<file path="src/rtl/mem_arb_pkg.sv">
// Shared types and constants for the unified memory port arbiter.
//   arb_state_e : arbiter FSM states
//   owner_e     : which requester owns the in-flight transaction
//   ERR_RDATA   : read data returned when the response watchdog expires
package mem_arb_pkg;

  typedef enum logic [1:0] {
    IDLE,
    ISSUE,
    WAIT_RESP
  } arb_state_e;

  typedef enum logic [1:0] {
    OWN_NONE,
    OWN_IFU,
    OWN_LSU
  } owner_e;

  localparam logic [31:0] ERR_RDATA = 32'hDEAD_BEEF;

endpackage

</file>
<file path="src/rtl/mem_port_arbiter.sv">
// Shares one memory port between the instruction fetch unit and the load/store unit.
// One transaction in flight at a time: the winning request is registered, presented to memory
// with a valid/ready handshake, and the response is routed back to its owner. A watchdog
// completes a transaction whose response never arrives.
//
// Ports
//   clk, rst_n                      clock, asynchronous active-low reset
//   ifu_req_valid/ready, ifu_addr   fetch request (read only)
//   ifu_rdata, ifu_rvalid           fetch response (1-cycle pulse)
//   lsu_req_valid/ready, lsu_addr,
//   lsu_wen, lsu_wdata, lsu_wmask   load/store request
//   lsu_rdata, lsu_rvalid           load data / store done (1-cycle pulse)
//   mem_valid/ready, mem_addr,
//   mem_wen, mem_wdata, mem_wmask   registered request to memory
//   mem_rdata, mem_rvalid           memory response
//   err_timeout                     sticky watchdog-expiry flag
import mem_arb_pkg::*;

module mem_port_arbiter #(
  parameter int unsigned ADDR_W      = 32,
  parameter int unsigned DATA_W      = 32,
  parameter int unsigned TIMEOUT_CYC = 255
) (
  input  logic              clk,
  input  logic              rst_n,
  input  logic              ifu_req_valid,
  output logic              ifu_req_ready,
  input  logic [ADDR_W-1:0] ifu_addr,
  output logic [DATA_W-1:0] ifu_rdata,
  output logic              ifu_rvalid,
  input  logic              lsu_req_valid,
  output logic              lsu_req_ready,
  input  logic [ADDR_W-1:0] lsu_addr,
  input  logic              lsu_wen,
  input  logic [DATA_W-1:0] lsu_wdata,
  input  logic [7:0]        lsu_wmask,
  output logic [DATA_W-1:0] lsu_rdata,
  output logic              lsu_rvalid,
  output logic              mem_valid,
  input  logic              mem_ready,
  output logic [ADDR_W-1:0] mem_addr,
  output logic              mem_wen,
  output logic [DATA_W-1:0] mem_wdata,
  output logic [7:0]        mem_wmask,
  input  logic [DATA_W-1:0] mem_rdata,
  input  logic              mem_rvalid,
  output logic              err_timeout
);

  localparam int unsigned CntW = (TIMEOUT_CYC > 1) ? $clog2(TIMEOUT_CYC + 1) : 1;
  localparam logic [CntW-1:0] CntLimit = CntW'(TIMEOUT_CYC);
  localparam logic [CntW-1:0] CntMax   = '1;

  arb_state_e        state_q;
  owner_e            owner_q;
  logic              lsu_last_q;
  logic [CntW-1:0]   cnt_q;
  logic              err_q;
  logic              mem_valid_q;
  logic [ADDR_W-1:0] mem_addr_q;
  logic              mem_wen_q;
  logic [DATA_W-1:0] mem_wdata_q;
  logic [7:0]        mem_wmask_q;

  logic pick_lsu;
  logic in_idle;
  logic grant;
  logic resp_mem;
  logic tmo_hit;
  logic resp_done;

  // LSU wins a tie unless it won the previous grant.
  assign pick_lsu = lsu_req_valid & (~ifu_req_valid | ~lsu_last_q);
  // Gated by rst_n so ready stays low while reset is asserted.
  assign in_idle  = (state_q == IDLE) & rst_n;

  assign ifu_req_ready = in_idle & ifu_req_valid & ~pick_lsu;
  assign lsu_req_ready = in_idle & pick_lsu;
  assign grant         = ifu_req_ready | lsu_req_ready;

  // A response is taken in ISSUE only together with the request handshake.
  assign resp_mem  = ((state_q == WAIT_RESP) & mem_rvalid)
                   | ((state_q == ISSUE) & mem_ready & mem_rvalid);
  // A real response in the same cycle beats the watchdog.
  assign tmo_hit   = (TIMEOUT_CYC != 0) && (state_q == WAIT_RESP) && !mem_rvalid
                     && (cnt_q == CntLimit);
  assign resp_done = resp_mem | tmo_hit;

  assign ifu_rvalid = resp_done & (owner_q == OWN_IFU);
  assign lsu_rvalid = resp_done & (owner_q == OWN_LSU);

  always_comb begin
    ifu_rdata = '0;
    lsu_rdata = '0;
    if (ifu_rvalid) begin
      ifu_rdata = tmo_hit ? DATA_W'(ERR_RDATA) : mem_rdata;
    end
    if (lsu_rvalid) begin
      if (tmo_hit) begin
        lsu_rdata = DATA_W'(ERR_RDATA);
      end else if (!mem_wen_q) begin
        lsu_rdata = mem_rdata;
      end
    end
  end

  assign mem_valid   = mem_valid_q;
  assign mem_addr    = mem_addr_q;
  assign mem_wen     = mem_wen_q;
  assign mem_wdata   = mem_wdata_q;
  assign mem_wmask   = mem_wmask_q;
  assign err_timeout = err_q;

  always_ff @(posedge clk or negedge rst_n) begin
    if (!rst_n) begin
      state_q     <= IDLE;
      owner_q     <= OWN_NONE;
      lsu_last_q  <= 1'b0;
      cnt_q       <= '0;
      err_q       <= 1'b0;
      mem_valid_q <= 1'b0;
      mem_addr_q  <= '0;
      mem_wen_q   <= 1'b0;
      mem_wdata_q <= '0;
      mem_wmask_q <= '0;
    end else begin
      unique case (state_q)
        IDLE: begin
          if (grant) begin
            state_q     <= ISSUE;
            owner_q     <= lsu_req_ready ? OWN_LSU : OWN_IFU;
            lsu_last_q  <= lsu_req_ready;
            cnt_q       <= '0;
            mem_valid_q <= 1'b1;
            mem_addr_q  <= lsu_req_ready ? lsu_addr : ifu_addr;
            // Fetches are always plain reads.
            mem_wen_q   <= lsu_req_ready & lsu_wen;
            mem_wdata_q <= lsu_req_ready ? lsu_wdata : '0;
            mem_wmask_q <= lsu_req_ready ? lsu_wmask : 8'h00;
          end
        end
        ISSUE: begin
          if (mem_ready) begin
            mem_valid_q <= 1'b0;
            if (mem_rvalid) begin
              state_q <= IDLE;
              owner_q <= OWN_NONE;
            end else begin
              state_q <= WAIT_RESP;
            end
          end
        end
        WAIT_RESP: begin
          if (resp_done) begin
            state_q <= IDLE;
            owner_q <= OWN_NONE;
            if (tmo_hit) begin
              err_q <= 1'b1;
            end
          end else if (cnt_q != CntMax) begin
            cnt_q <= cnt_q + 1'b1;
          end
        end
        default: begin
          state_q <= IDLE;
          owner_q <= OWN_NONE;
        end
      endcase
    end
  end

endmodule

</file>
<file path="config.mk">
export PLATFORM = sky130hd
export DESIGN_NAME = mem_port_arbiter
export DESIGN_NICKNAME = d
export VERILOG_FILES = /design/src/rtl/mem_arb_pkg.sv /design/src/rtl/mem_port_arbiter.sv
export SDC_FILE = /design/constraint.sdc
export NUM_CORES = 1
export LEC_CHECK = 0
export CORE_UTILIZATION = 37
export DETAILED_ROUTE_END_ITERATION = 12
export PLACE_DENSITY = 0.87
export SYNTH_ARGS = -nofsm -noshare
export SYNTH_HDL_FRONTEND = slang
export SYNTH_SLANG_ARGS = --single-unit
</file>
<file path="constraint.sdc">
create_clock -name clk -period 2.2 [get_ports clk]
set_input_delay 0.44 -clock clk [delete_from_list [all_inputs] [get_ports clk]]
set_output_delay 0.44 -clock clk [all_outputs]
set_load 0.01 [all_outputs]
</file>
---- Word level (Yosys, flattened, before mapping) ----
Index checks and enable logic that the tools add are counted.
storage, ports and cells
  input bits .............................. 143
  register bits after elaboration ......... 88
  output and inout bits ................... 143
  word-level logic and storage cells ...... 78
cells by class
  reductions and logical operators ........ 12
  bitwise operators ....................... 18
  multiplexer cells ....................... 25
  equal/unequal tests ..................... 12
  add/sub/neg operators ................... 1
operator list
  operator                                                                number
  32-bit two-way mux                                                      7
  8-bit two-way mux                                                       4
  2-bit two-way mux                                                       8
  8-bit one-hot mux with 2 select lines                                   1
  2-bit one-hot mux with 3 select lines                                   2
  1-bit AND                                                               11
  2-bit != test (second input constant)                                   5
  3-bit AND reduction                                                     3
  8-bit by 1-bit adder with 8-bit output (second input constant)          1
  8-bit equality test (second input constant)                             1
  8-bit != test (second input constant)                                   1
  4-bit AND reduction                                                     2
  2-bit by 1-bit equality test with 1-bit output (second input constant)  2
  2-bit equality test (second input constant)                             2
  1-bit OR                                                                4
  2-bit nonzero test                                                      2
  1-bit NOT                                                               3
  1-bit logical AND                                                       2
  2-bit zero test                                                         1
  1-bit two-way mux                                                       2
  2-bit by 1-bit != test with 1-bit output (second input constant)        1
  1-bit one-hot mux with 2 select lines                                   1
  2-bit AND reduction                                                     1
  1-bit zero test                                                         1

---- Longest topological paths before layout ----
  depth in word-level cells ............... 8
  gate-level depth with buffers ........... 6
  gate-level depth less buffers ........... 5

---- Least setup slack after synthesis ----
No wires, ideal clock.
  path type ............................... register to output
  start ................................... register cnt_q[0]
  end ..................................... output lsu_rdata[10]
  cell stages (with the launch flop) ...... 7
  arrival time ............................ 1698 ps
  path buffers ............................ 1
  data required time ...................... 1760 ps
  setup slack ............................. 62 ps
  cell sequence ........................... dfrtp_1 > ha_1 > nand3_4 > or3_4 > a21o_4 > buf_6 > a21oi_1
between the ends
  longest elaborated chain between the ends .. 5
  elaborated cells on any way between the ends .. 6
  those cells by class .................... 1 x eq/ne; 2 x mux; 2 x bitwise; 1 x reduce/logical
RTL lines
  item                      line                     RTL
  start: declaration        mem_port_arbiter.sv:57   logic [CntW-1:0] cnt_q;
  start signal: assignment  mem_port_arbiter.sv:161  cnt_q <= cnt_q + 1'b1;
  8-bit equality test (*)   mem_port_arbiter.sv:86   && (cnt_q == CntLimit);
  1-bit logical AND (*)     mem_port_arbiter.sv:86
  1-bit OR                  mem_port_arbiter.sv:87   assign resp_done = resp_mem | tmo_hit;
  1-bit AND                 mem_port_arbiter.sv:90   assign lsu_rvalid = resp_done & (owner_q == OWN_LSU);
  32-bit two-way mux (*)    mem_port_arbiter.sv:98   if (lsu_rvalid) begin
  end: declaration          mem_port_arbiter.sv:37   output logic [DATA_W-1:0] lsu_rdata,
Every way passes the cells marked *; elsewhere a longest branch is shown, timed or not.

---- Worst setup path after layout ----
  start ................................... register cnt_q[1]
  end ..................................... output ifu_rdata[11]
between the ends
  longest elaborated chain between the ends .. 5
  elaborated cells on any way between the ends .. 6
  those cells by class .................... 1 x eq/ne; 2 x mux; 2 x bitwise; 1 x reduce/logical
RTL lines
  item                     line                    RTL
  8-bit equality test (*)  mem_port_arbiter.sv:86
  1-bit logical AND (*)    mem_port_arbiter.sv:86
  1-bit OR                 mem_port_arbiter.sv:87
  1-bit AND                mem_port_arbiter.sv:89  assign ifu_rvalid = resp_done & (owner_q == OWN_IFU);
  32-bit two-way mux (*)   mem_port_arbiter.sv:95  if (ifu_rvalid) begin
  end: declaration         mem_port_arbiter.sv:29  output logic [DATA_W-1:0] ifu_rdata,
Marked as above.

==> impl_metrics.py <==
metrics = {
    "worst_setup_path": {
        "crit_type": "reg -> out",
        "worst_setup_path_start_kind": "flip-flop",
        "required_ps": 1760,
        "critical_path_arrival_ps": 2210,
        "cp-end-kind": "output port",
        "crit_fanout": 8,
    },
    "synth": {
        "yosysWarnings": 0,
        "syn_area_per_cell_sq_um": 10.4,
        "synthCells": 418,
        "synthesis.area_sq_mm": 0.00437,
        "yosysUniqueCellTypes": 43,
        "synth_seq_cells": 88,
        "synth.net_count": 562,
        "synth-seq-area-share_pct": 50.4,
    },
    "floorplanning": {
        "die_area_sq_mm": 0.0122,
        "fp-row-count": 39,
        "initial_core_util_pct": 38.1,
        "core_area_sq_mm": 0.0115,
        "die_h_um": 111,
        "die_x_um": 111,
        "io_pins": 286,
    },
    "global_route": {
        "grt-ovfl-total": 0,
        "grt_max_degree": 82,
        "grt_pass1_vias": 4885,
        "gr-usage-all-layers_pct": 26.6,
        "grt_pass1_wl_um": 25700,
        "antenna_found_initial": 1,
    },
    "finish": {
        "drive_gt1_share_pct": 26.3,
        "postLayoutCoreUtil_pct": 71.7,
        "syn2layout_area_growth_pct": 88.3,
        "finalNetCount": 889,
    },
    "job": {
        "cap_violations": 0,
    },
    "routing": {
        "via_count": 4627,
        "ant_nets": 0,
        "wl_per_cell_um": 18.2,
        "drc": 0,
        "vias_per_cell": 5.18,
        "drt-pass1-iter-count": 4,
        "drtIter0Drc": 314,
        "routed_wl_um": 16300,
    },
    "placement": {
        "gp_congestion": 0.913,
        "io_buffer_count": 285,
        "dpl.hpwl_um": 11200,
        "pre_cts_ws_ps": -636,
    },
    "sta": {
        "setup_violations": 63,
        "finalSetupTns_ps": -18820,
        "fmax_mhz": 378,
        "tightest_slew_ps": 605,
        "rsz0062_at_grt": "yes",
        "final-max-slew-violation-count": 0,
        "slew_headroom_pct": 59.7,
        "timing.final.hold_violations": 0,
        "clock-skew-final_ps": 6.47,
        "setup_ws_ps": -448,
        "fin_crit_sh_pct": 120,
        "min_period_ps": 2650,
    },
    "cts": {
        "clk_pin_slew_ps": 70,
        "h-tree-depth": 3,
        "clockBufferDepth": 2,
        "cts_tree": "done",
        "cts-root-buf": "clkbuf_16",
        "numCtsBuffers": 9,
        "cts_sinks": 88,
        "worstSkewPairLatency_ps": 330,
    },
    "hold_path": {
        "min_path_type": "in -> async",
    },
    "power_and_ir_drop": {
        "peakVddDrop_mv": 0.613,
        "p_per_area_mw_per_mm2": 839,
        "leakagePower_nw": 3.91,
    },
    "status": {
        "violations": "negative setup slack",
        "status": "complete, but fails checks",
    },
}
## worst paths after layout
check | slack (ps) | start | end | cells past startpoint
worst max-delay path | -450 | cnt_q[1] | ifu_rdata[11] | 9
worst max register to register | 460 | state_q[1] | mem_addr[3] | 6
worst min-delay path | 180 | rst_n | cnt_q[2] | 2
worst min register to register | 480 | mem_addr[11] | mem_addr[11] | 2
min in group clk | 480 | mem_addr[11] | mem_addr[11] | 2
max in group asynchronous | 1020 | rst_n | owner_q[0] | 3
## worst max-delay path, cell delays in order (launching register included)
cell and delay (ps):
dfrtp_1 400, ha_4 170, nand3_4 70, or3_4 390, a21oi_4 190, buf_6 140
buf_6 120, buf_16 130, o21a_1 130, buf_2 130
## where the power goes
part | leakage, nW | switching [W] | total (W) | internal, W
logic | 2.64 | 0.00125 | 0.00293 | 0.00168
registers | 1.13 | 0.000312 | 0.00245 | 0.00214
clock network | 0.139 | 0.000633 | 0.00152 | 0.000887
## logic make-up after synthesis
kind of cell    Yosys count  synth area share (%)
buf+inv                  35                  4.16
mux                      32                  7.34
compound gates          154                  24.1
fa+ha+maj                 1                 0.287
simple gates            108                  13.7
flops                    88                  50.4
## per-stage QoR
stage / hold slack, ps / instance area [sq um] / instances / total power (W)
after floorplan: 144 / 4370 / 418 / 0.00352
after global placement: 453 / 7560 / 847 / 0.00516
after detailed placement: 463 / 7560 / 847 / 0.00524
after CTS: 201 / 8160 / 892 / 0.00693
after global routing: 213 / 8220 / 894 / 0.00725
final: 178 / 8220 / 894 / 0.00690
## cell type report
cell class	instances	area, sq um
timing repair buffer	346	3310
antenna	1	2.50
sequential	88	2200
clock inverter	6	67.6
fill	787	3250
inverter	4	15.0
clock buffer	10	229
multi-input combinational	296	2220
tap	143	179
## what timing repair did
action	CTS	global route
gates cloned	7	0
gates resized for setup	340	18
setup buffers	23	3
pin swaps	10	3
hold buffers	0	0
setup endpoints to repair	68	67
## sequential cells by signal, summed over array words and instances (netlist names)
register / cells
mem_addr: 32
state_q: 2
lsu_last_q: 1
owner_q: 2
mem_wdata: 32
cnt_q: 8
mem_wmask: 8
mem_wen: 1
mem_valid: 1
err_timeout: 1
## cells in the mapped netlist, drive strengths merged
| cell type | count | share of area, % |
|---|---|---|
| a21o | 3 | 0.69 |
| nor3 | 1 | 0.11 |
| nand4 | 1 | 0.29 |
| and3 | 10 | 1.5 |
| a31o | 1 | 0.20 |
| clkbuf | 15 | 1.3 |
| a41oi | 1 | 0.20 |
| mux2i | 32 | 7.3 |
| inv | 3 | 0.26 |
| nor2 | 4 | 0.34 |
| dfrtp | 88 | 50 |
| o21a | 28 | 4.8 |
| o21ai | 42 | 4.9 |
| o211ai | 1 | 0.17 |
| nor3b | 2 | 0.46 |
| buf | 16 | 2.5 |
| nor4 | 1 | 0.29 |
| a21oi | 32 | 4.0 |
| and3b | 1 | 0.20 |
| nor2b | 1 | 0.14 |
| a2bb2oi | 2 | 0.40 |
| or3 | 2 | 0.43 |
| or2 | 1 | 0.14 |
| nand2b | 28 | 4.0 |
| nand3 | 6 | 0.97 |
| clkinv | 1 | 0.086 |
| a31oi | 1 | 0.14 |
| ha | 1 | 0.29 |
| a21boi | 2 | 0.34 |
| a22o | 41 | 8.2 |
| and2 | 8 | 1.1 |
| nand2 | 42 | 3.6 |
## placed cells by master (no fill, tap or decap), drive strengths merged, types with 2 or more instances in the layout
cell type / count
dfrtp: 88
a2bb2oi: 2
inv: 5
clkinv: 2
a22o: 41
buf: 127
mux2i: 32
or3: 2
nand2b: 28
a21boi: 2
clkdlybuf4s50: 214
o21a: 28
a21o: 4
nand3: 6
nor2: 4
nor3b: 2
nand2: 42
o21ai: 42
and2: 8
dlygate4sd2: 3
clkinvlp: 2
a21oi: 32
and3: 10
clkbuf: 11
## per-layer routing
| metal | share of wire, % | up-vias | GRT usage, % |
|---|---|---|---|
| met4 | 3.3 | 0 | 10.8 |
| met1 | 36 | 2220 | 27.0 |
| met3 | 6.8 | 32 | 6.31 |
| met2 | 54 | 219 | 51.5 |
| met5 | 0 | - | 0 |
| li1 | - | 2156 | - |
Power figures use the tool's default switching activity.
